File: src/rtl/pipe_arb_pkg.sv
// Shared constants and helpers for the pipelined round-robin arbiter.
package pipe_arb_pkg;

  localparam int                   CNT_WIDTH = 16;
  localparam logic [CNT_WIDTH-1:0] CNT_MAX   = 16'hFFFF;

  // Requester-index width, never narrower than one bit.
  function automatic int tag_width(input int num_req);
    return (num_req > 1) ? $clog2(num_req) : 1;
  endfunction

endpackage

File: src/rtl/pipe_arbiter_valid_delay.sv
// Fixed-depth shift line carrying {valid, tag}, aligned with the shared datapath.
// Only the valid bits are cleared by the synchronous active-low reset.
module valid_delay #(
  parameter int DEPTH = 2,
  parameter int TAG_W = 1
) (
  input  logic             clk_in,
  input  logic             rst_in,
  input  logic             valid_in,
  input  logic [TAG_W-1:0] tag_in,
  output logic             valid_out,
  output logic [TAG_W-1:0] tag_out,
  output logic             any_valid_out
);

  logic [DEPTH-1:0]            valid_q;
  logic [DEPTH-1:0][TAG_W-1:0] tag_q;

  // NOTE: sequential state uses non-blocking assignments so every stage
  // samples its predecessor's pre-edge value and the line shifts by one.
  always_ff @(posedge clk_in) begin
    if (!rst_in) begin
      valid_q <= '0;
    end else begin
      valid_q[0] <= valid_in;
      for (int i = 1; i < DEPTH; i++) begin
        valid_q[i] <= valid_q[i-1];
      end
    end
  end

  // NOTE: tags are payload qualified by valid_q, so they carry no reset;
  // clearing the valids alone is enough to drop in-flight transfers.
  always_ff @(posedge clk_in) begin
    tag_q[0] <= tag_in;
    for (int i = 1; i < DEPTH; i++) begin
      tag_q[i] <= tag_q[i-1];
    end
  end

  assign valid_out     = valid_q[DEPTH-1];
  assign tag_out       = tag_q[DEPTH-1];
  assign any_valid_out = |valid_q;

endmodule

File: src/rtl/pipe_arbiter.sv
// Round-robin arbiter sharing one fixed-latency datapath among NUM_REQ requesters.
// Optional macro PIPE_ARB_CNT_EN adds saturating per-requester grant counters.
module pipe_arbiter
  import pipe_arb_pkg::*;
#(
  parameter int NUM_REQ = 2,
  parameter int WIDTH   = 16,
  parameter int LATENCY = 2
) (
  input  logic                          clk_in,
  input  logic                          rst_in,
  input  logic [NUM_REQ-1:0]            req_valid_in,
  input  logic [NUM_REQ-1:0][WIDTH-1:0] req_data_in,
  output logic [NUM_REQ-1:0]            req_ready_out,
  output logic                          dp_valid_out,
  output logic [WIDTH-1:0]              dp_data_out,
  input  logic [WIDTH-1:0]              dp_data_in,
  output logic [NUM_REQ-1:0]            rsp_valid_out,
  output logic [WIDTH-1:0]              rsp_data_out,
  output logic                          busy_out
`ifdef PIPE_ARB_CNT_EN
  ,
  output logic [NUM_REQ-1:0][CNT_WIDTH-1:0] grant_cnt_out
`endif
);

  localparam int TAG_W = tag_width(NUM_REQ);

  logic [TAG_W-1:0] last_grant;
  logic [TAG_W-1:0] grant_idx;
  logic [TAG_W-1:0] cand;
  logic             found;
  logic             handshake;
  logic [TAG_W-1:0] dp_tag;
  logic             dl_valid;
  logic [TAG_W-1:0] dl_tag;
  logic             dl_any;

  // Search starts one past the last winner; grants are forced low in reset.
  // NOTE: every always_comb output gets a default first, so no path can
  // leave a value unassigned and infer a latch.
  always_comb begin
    req_ready_out = '0;
    grant_idx     = '0;
    cand          = '0;
    found         = 1'b0;
    if (rst_in) begin
      for (int k = 1; k <= NUM_REQ; k++) begin
        cand = TAG_W'((int'(last_grant) + k) % NUM_REQ);
        if (!found && req_valid_in[cand]) begin
          found                = 1'b1;
          grant_idx            = cand;
          req_ready_out[cand]  = 1'b1;
        end
      end
    end
  end

  assign handshake = |req_ready_out;

  always_ff @(posedge clk_in) begin
    if (!rst_in) begin
      last_grant   <= TAG_W'(NUM_REQ - 1);
      dp_valid_out <= 1'b0;
      dp_data_out  <= '0;
      dp_tag       <= '0;
    end else begin
      dp_valid_out <= handshake;
      if (handshake) begin
        last_grant  <= grant_idx;
        dp_data_out <= req_data_in[grant_idx];
        dp_tag      <= grant_idx;
      end
    end
  end

  valid_delay #(
    .DEPTH (LATENCY),
    .TAG_W (TAG_W)
  ) u_valid_delay (
    .clk_in        (clk_in),
    .rst_in        (rst_in),
    .valid_in      (dp_valid_out),
    .tag_in        (dp_tag),
    .valid_out     (dl_valid),
    .tag_out       (dl_tag),
    .any_valid_out (dl_any)
  );

  always_comb begin
    rsp_valid_out = '0;
    if (dl_valid) begin
      rsp_valid_out[dl_tag] = 1'b1;
    end
  end

  assign rsp_data_out = dp_data_in;
  assign busy_out     = dp_valid_out | dl_any;

`ifdef PIPE_ARB_CNT_EN
  always_ff @(posedge clk_in) begin
    if (!rst_in) begin
      grant_cnt_out <= '0;
    end else begin
      for (int i = 0; i < NUM_REQ; i++) begin
        if (req_ready_out[i] && grant_cnt_out[i] != CNT_MAX) begin
          grant_cnt_out[i] <= grant_cnt_out[i] + 1'b1;
        end
      end
    end
  end
`endif

endmodule

File: config.mk
export PLATFORM = sky130hd
export DESIGN_NAME = pipe_arbiter
export DESIGN_NICKNAME = d
export VERILOG_FILES = /design/src/rtl/pipe_arb_pkg.sv /design/src/rtl/pipe_arbiter_valid_delay.sv /design/src/rtl/pipe_arbiter.sv
export SDC_FILE = /design/constraint.sdc
export NUM_CORES = 1
export LEC_CHECK = 0
export BUFFER_PORTS_ARGS = -buffer_cell sky130_fd_sc_hd__buf_2
export CORE_MARGIN = 4
export CORE_UTILIZATION = 35
export CTS_BUF_LIST = sky130_fd_sc_hd__clkbuf_4 sky130_fd_sc_hd__clkbuf_8
export CTS_CLUSTER_DIAMETER = 150
export DETAILED_ROUTE_END_ITERATION = 7
export PLACE_DENSITY_LB_ADDON = 0.05
export SLEW_MARGIN = 20
export SYNTH_ARGS = -nofsm -noshare
export SYNTH_HDL_FRONTEND = slang
export SYNTH_HIERARCHICAL = 1
export SYNTH_SLANG_ARGS = --single-unit
File: constraint.sdc
create_clock -name clk_in -period 1.2 [get_ports clk_in]
set_input_delay 0.06 -clock clk_in [delete_from_list [all_inputs] [get_ports clk_in]]
set_output_delay 0.06 -clock clk_in [all_outputs]
set_load 0.01 [all_outputs]
* Word-level counts from Yosys, hierarchy flattened
Cells that the tools add are included.
** Word-level totals
- Register bits after elaboration :: 23
- Input port bits :: 52
- Output and inout port bits :: 38
- Logic and storage cells :: 47
** Cells by class
- Add/subtract/negate cells :: 2
- Magnitude comparators :: 7
- Muxes and demuxes :: 22
- Bitwise logic cells :: 2
- Reduce and logical (&&, ||, !) cells :: 7
** Operator list (number)
- $mux 16 :: 2
- $mux 1 :: 12
- $mux 2 :: 5
- $lt 1x2->1 const B :: 4
- $logic_and 1x1->1 :: 4
- $reduce_or 2->1 :: 2
- $demux 1 s1 :: 3
- $ge 1x1->1 const B :: 3
- $add 1x1->1 const B :: 2
- $or 2x2->2 :: 1
- $logic_not 1->1 :: 1
- $or 1x1->1 :: 1

* Logic depth before layout (Yosys ltp)
- Word-level depth :: 11
- Mapped depth :: 5
- Gate-level depth less buffers :: 3

* Hierarchy
The synthesis kept the hierarchy.
** Modules (own cells, without submodules)
- pipe_arbiter :: instances 1, cells an instance 91, area an instance 952.2 um^2, seq. area each 380.4 um^2
- valid_delay :: instances 1, cells an instance 7, area an instance 98.8 um^2, seq. area each 80.1 um^2

* Worst setup path before layout
OpenSTA, ideal clock, no wires.
- Path type :: flip-flop to flip-flop
- From :: reg last_grant
- To :: reg dp_data_out[10]
- Library setup time :: 0.122 ns
- Arrival :: 1.116 ns
- Data required time :: 1.078 ns
- Slack :: -0.038 ns
- Stages on the path, launching flop included :: 5
- Period minus slack after synthesis :: 1.238 ns
- Cells stage by stage :: dfxtp_1 -> a21bo_2 -> buf_2 -> and4_1 -> a221o_1
** Between the ends
- Cells in the longest elaborated chain, start to end :: 11
- Elaborated cells on any way between the ends :: 31
- Classes of those cells :: 2 x add/sub; 4 x order compare; 19 x mux; 1 x bitwise; 5 x reduce/logical
** Ends and longest elaborated chain
- from (decl) :: RTL line pipe_arbiter.sv:29 : logic [TAG_W-1:0] last_grant;
- from (signal assigned) :: RTL line pipe_arbiter.sv:63 : last_grant <= TAG_W'(NUM_REQ - 1);
- from (signal assigned) :: RTL line pipe_arbiter.sv:70 : last_grant <= grant_idx;
- $add 1x1->1 :: RTL line pipe_arbiter.sv:49 : cand = TAG_W'((int'(last_grant) + k) % NUM_REQ);
- $lt 1x2->1 (not written as such) (tied with other cells) :: RTL line pipe_arbiter.sv:53 : req_ready_out[cand] = 1'b1;
- $logic_and 1x1->1 (not written as such) / $mux 1 (equally long branches) :: RTL line pipe_arbiter.sv:53, pipe_arbiter.sv:50
- $mux 1, on equally long branches :: RTL line pipe_arbiter.sv:53, pipe_arbiter.sv:50
- $demux 1 s1 / $mux 1 (equally long branches) :: RTL line pipe_arbiter.sv:53, pipe_arbiter.sv:47
- $mux 2 / $logic_not 1->1 (equally long branches) :: RTL line pipe_arbiter.sv:50 : if (!found && req_valid_in[cand]) begin
- $mux 2 / $logic_and 1x1->1 (equally long branches) :: RTL line pipe_arbiter.sv:47, pipe_arbiter.sv:50
- $or 2x2->2 (no line) / $mux 1 (equally long branches)
- $mux 2 / $mux 1 (equally long branches) :: RTL line pipe_arbiter.sv:50, pipe_arbiter.sv:47
- $mux 2 / $mux 16 (equally long branches) :: RTL line pipe_arbiter.sv:47, pipe_arbiter.sv:71
- $reduce_or 2->1 / $mux 16 (equally long branches) :: RTL line pipe_arbiter.sv:59, pipe_arbiter.sv:71
- to (signal assigned) :: RTL line pipe_arbiter.sv:71 : dp_data_out <= req_data_in[grant_idx];
- to (decl) :: RTL line pipe_arbiter.sv:16 : output logic [WIDTH-1:0] dp_data_out,
Parallel ways exist; a longest one is shown, timed or not. The select of a mux whose other input is x is not followed.
A chain may end at the register's enable or synchronous reset.

* Worst setup path in the final report
- From :: reg last_grant
- To :: out req_ready_out[1]
** Between the ends
- Cells in the longest elaborated chain, start to end :: 10
- Elaborated cells on any way between the ends :: 25
- Classes of those cells :: 2 x add/sub; 4 x order compare; 14 x mux; 1 x bitwise; 4 x reduce/logical
** Ends and longest elaborated chain
- $add 1x1->1 :: RTL line pipe_arbiter.sv:49
- $lt 1x2->1 (not written as such) / $ge 1x1->1 (equally long branches) :: RTL line pipe_arbiter.sv:53
- $logic_and 1x1->1 (not written as such) :: RTL line pipe_arbiter.sv:53
- $mux 1 (not written as such) :: RTL line pipe_arbiter.sv:53
- $demux 1 s1 :: RTL line pipe_arbiter.sv:53
- $mux 2 :: RTL line pipe_arbiter.sv:50
- $mux 2 :: RTL line pipe_arbiter.sv:47 : if (rst_in) begin
- $or 2x2->2 (no line)
- $mux 2 * :: RTL line pipe_arbiter.sv:50
- $mux 2 * :: RTL line pipe_arbiter.sv:47
- to (decl) :: RTL line pipe_arbiter.sv:14 : output logic [NUM_REQ-1:0] req_ready_out,
Mark *: on every way between the ends. The rest lies on a longest branch, timed or not. The select of a mux whose other input is x is not followed.

==> impl_metrics.yaml <==
routing:
  viasPerCell: 5.14
  drt_iter0_markers: 82
  routedWlPerCell_um: 14.9
  drc: 0
  dr.pass1.iters: 4
  wl_um: 2880
  via_count: 997
  ant_nets: 0
sta:
  postLayoutSetupSlackWorst_ps: -65.9
  fin_crit_sh: 1.05
  fin_setup_tns_ps: -919
  rsz0062_at_grt: "yes"
  final-setup-viol-count: 18
  min_period_ps: 1270
  tightest_slew_ps: 549
  slew_viol_final: 0
  skew_ps: 2.81
  max_clock_freq_ghz: 0.790
  holdWs_ps: 36.5
  hold_violations: 0
  relSlewSlack: 0.634
setup_path:
  crit_slowest_cell: "dfxtp_2"
  crit_arrival_ps: 1210
  r2r_end: "dp_data_out[12]$_SDFFE_PN0P_"
  r2r_cells: 4
  cp.required_ps: 1140
  r2r_start: "last_grant$_SDFFE_PN1P_"
  reg2reg_slack_ps: -60
  path_cells: "a21bo_4 -> nor2_4 -> buf_12 -> buf_6"
  crit_type: "flop to primary output"
  start_kind: "flop"
  endpoint_kind: "primary output"
  critPathMaxStageDelay_ps: 340
  cp_max_fo: 5
clock_network:
  tritoncts: "yes"
  htreeDepth: 1
  clock-sinks: 23
  cts_buffers: 3
  cts_root_buf: "clkbuf_4"
  clkLatencyLatePin_ps: 300
  path_clk_slew_ps: 120
  cts_buffer_depth: 2
synthesis:
  synthCells: 98
  ys_types: 19
  syn_avg_cell_area_um2: 10.7
  synth_fp_nets: 150
  syn-cell-area_mm2: 0.00105
  yosys_warnings: 6
  seq_area_frac_synth: 0.438
  ys_ff_latch: 23
status:
  status: "complete, but fails checks"
  violations: "setup timing"
grt:
  grt_use_total: 0.154
  antenna_found_initial: 0
  grt_pass1_wl_um: 4970
  grt_pass1_vias: 1045
  grt_max_degree: 23
  overflow: 0
die:
  start_util: 0.375
  die_h_um: 62.8
  die_w_um: 62.8
  dieArea_mm2: 0.00394
  core_area_mm2: 0.00281
  num_io_pins: 90
  rows: 19
placement:
  io_buffer_count: 57
  routabilityCongestion: 0.742
  dp.cells: 168
  hpwl_um: 1970
  placed_area_mm2: 0.00127
  dp_slack_ps: -119
cells_and_area:
  finalInstanceArea_mm2: 0.00152
  instances_no_fill: 194
  layout_common_cells: "buf_2, dfxtp_1, and4_1, a221o_1, dlygate4sd3_1"
  area_growth_pct: 44.9
  multi_input_area_um2: 430
  final_common_cell: "buf_2"
  regArea_um2: 463
  fill_cells: 255
  layout-drive-gt1-share: 0.485
  diodes: 0
  fin_nets: 216
  fin_util: 0.543
run:
  max-cap-violations: 0
power_and_ir_drop:
  total_power_mw: 1.61
  powerDensity_mw_per_mm2: 1060
  ir_drop_mv: 0.584
  power_leakage_nw: 0.752
hold_path:
  hp-class: "input port to flop"
  min_path_cells: 3
  hold_start: "req_valid_in[1]"
  holdPathEnd: "last_grant$_SDFFE_PN1P_"
layout make-up:
cell class,instances,share of cell area
repair buffers,84,0.363
flip-flops and latches,23,0.304
multi-input cells,50,0.283
well taps,31,0.0255
clock buffers,4,0.0197
inverters,2,0.00493
synth_stat cells:
cell type / count / area share
a21bo_2: 1 / 0.0095
a21boi_0: 1 / 0.0071
a21oi_1: 1 / 0.0048
a221o_1: 16 / 0.15
and2_1: 4 / 0.024
and4_1: 16 / 0.13
buf_2: 3 / 0.014
buf_4: 16 / 0.11
buf_6: 2 / 0.021
clkbuf_1: 2 / 0.0071
dfxtp_1: 23 / 0.44
inv_1: 2 / 0.0071
nand2_1: 3 / 0.011
nand2b_1: 1 / 0.0060
nor2_4: 2 / 0.021
nor2b_1: 1 / 0.0060
o21ai_0: 1 / 0.0048
or2_1: 2 / 0.012
or2_2: 1 / 0.0060
state kept, by name (all words and copies together), names as in the netlist:
| name | flops |
|---|---|
| dp_data_out | 16 |
| dp_tag | 1 |
| last_grant | 1 |
| u_valid_delay/tag_out | 1 |
| u_valid_delay/tag_q | 1 |
| dp_valid_out | 1 |
| u_valid_delay/valid_q | 2 |
where the power goes:
part | total (mW) | internal [mW] | switching, mW
Clock | 0.380 | 0.152 | 0.228
Combinational | 0.368 | 0.215 | 0.153
Sequential | 0.860 | 0.827 | 0.0326
worst max path at each step:
stage | slack, ps | to | start | cells after the start
floorplan | -8 | dp_data_out[10]$_SDFFE_PN0P_ | last_grant$_SDFFE_PN1P_ | 4
global placement | -120 | dp_data_out[1]$_SDFFE_PN0P_ | req_valid_in[1] | 4
detailed placement | -120 | dp_data_out[0]$_SDFFE_PN0P_ | req_valid_in[1] | 4
CTS | -100 | req_ready_out[1] | last_grant$_SDFFE_PN1P_ | 4
global route | -140 | req_ready_out[1] | last_grant$_SDFFE_PN1P_ | 4
finish | -70 | req_ready_out[1] | last_grant$_SDFFE_PN1P_ | 4
routing by layer:
metal / up-vias / GRT usage / share of wire
met1: 462 / 0.187 / 0.45
met4: 0 / 0.0358 / 0.0097
li1: 489 / - / -
met5: - / 0 / 0
met3: 6 / 0.0629 / 0.081
met2: 40 / 0.253 / 0.46
cell families (layout without fill, tap and decap cells):
logic type / Yosys count / in the layout / share of synthesized area
buf+inv: 25 / 90 / 0.164
simple gates: 30 / 30 / 0.219
flops: 23 / 23 / 0.438
compound gates: 20 / 20 / 0.179
worst max-delay path: cells and delay by family (launching register included):
family | cells | cell delay, ps
AOI/OAI and AO/OA | 1 | 230
and+or+nand+nor | 1 | 120
buffers and inverters | 2 | 210
DFF | 1 | 340
repair_timing:
action,in CTS,in global routing
endpoints found under the hold margin,16,0
cloned,0,0
endpoints found under the setup margin,18,19
hold buffers,16,0
setup buffers,6,1
pin swaps,6,4
gates resized for setup,4,1
Note: power is estimated with default switching activity, not from simulation.
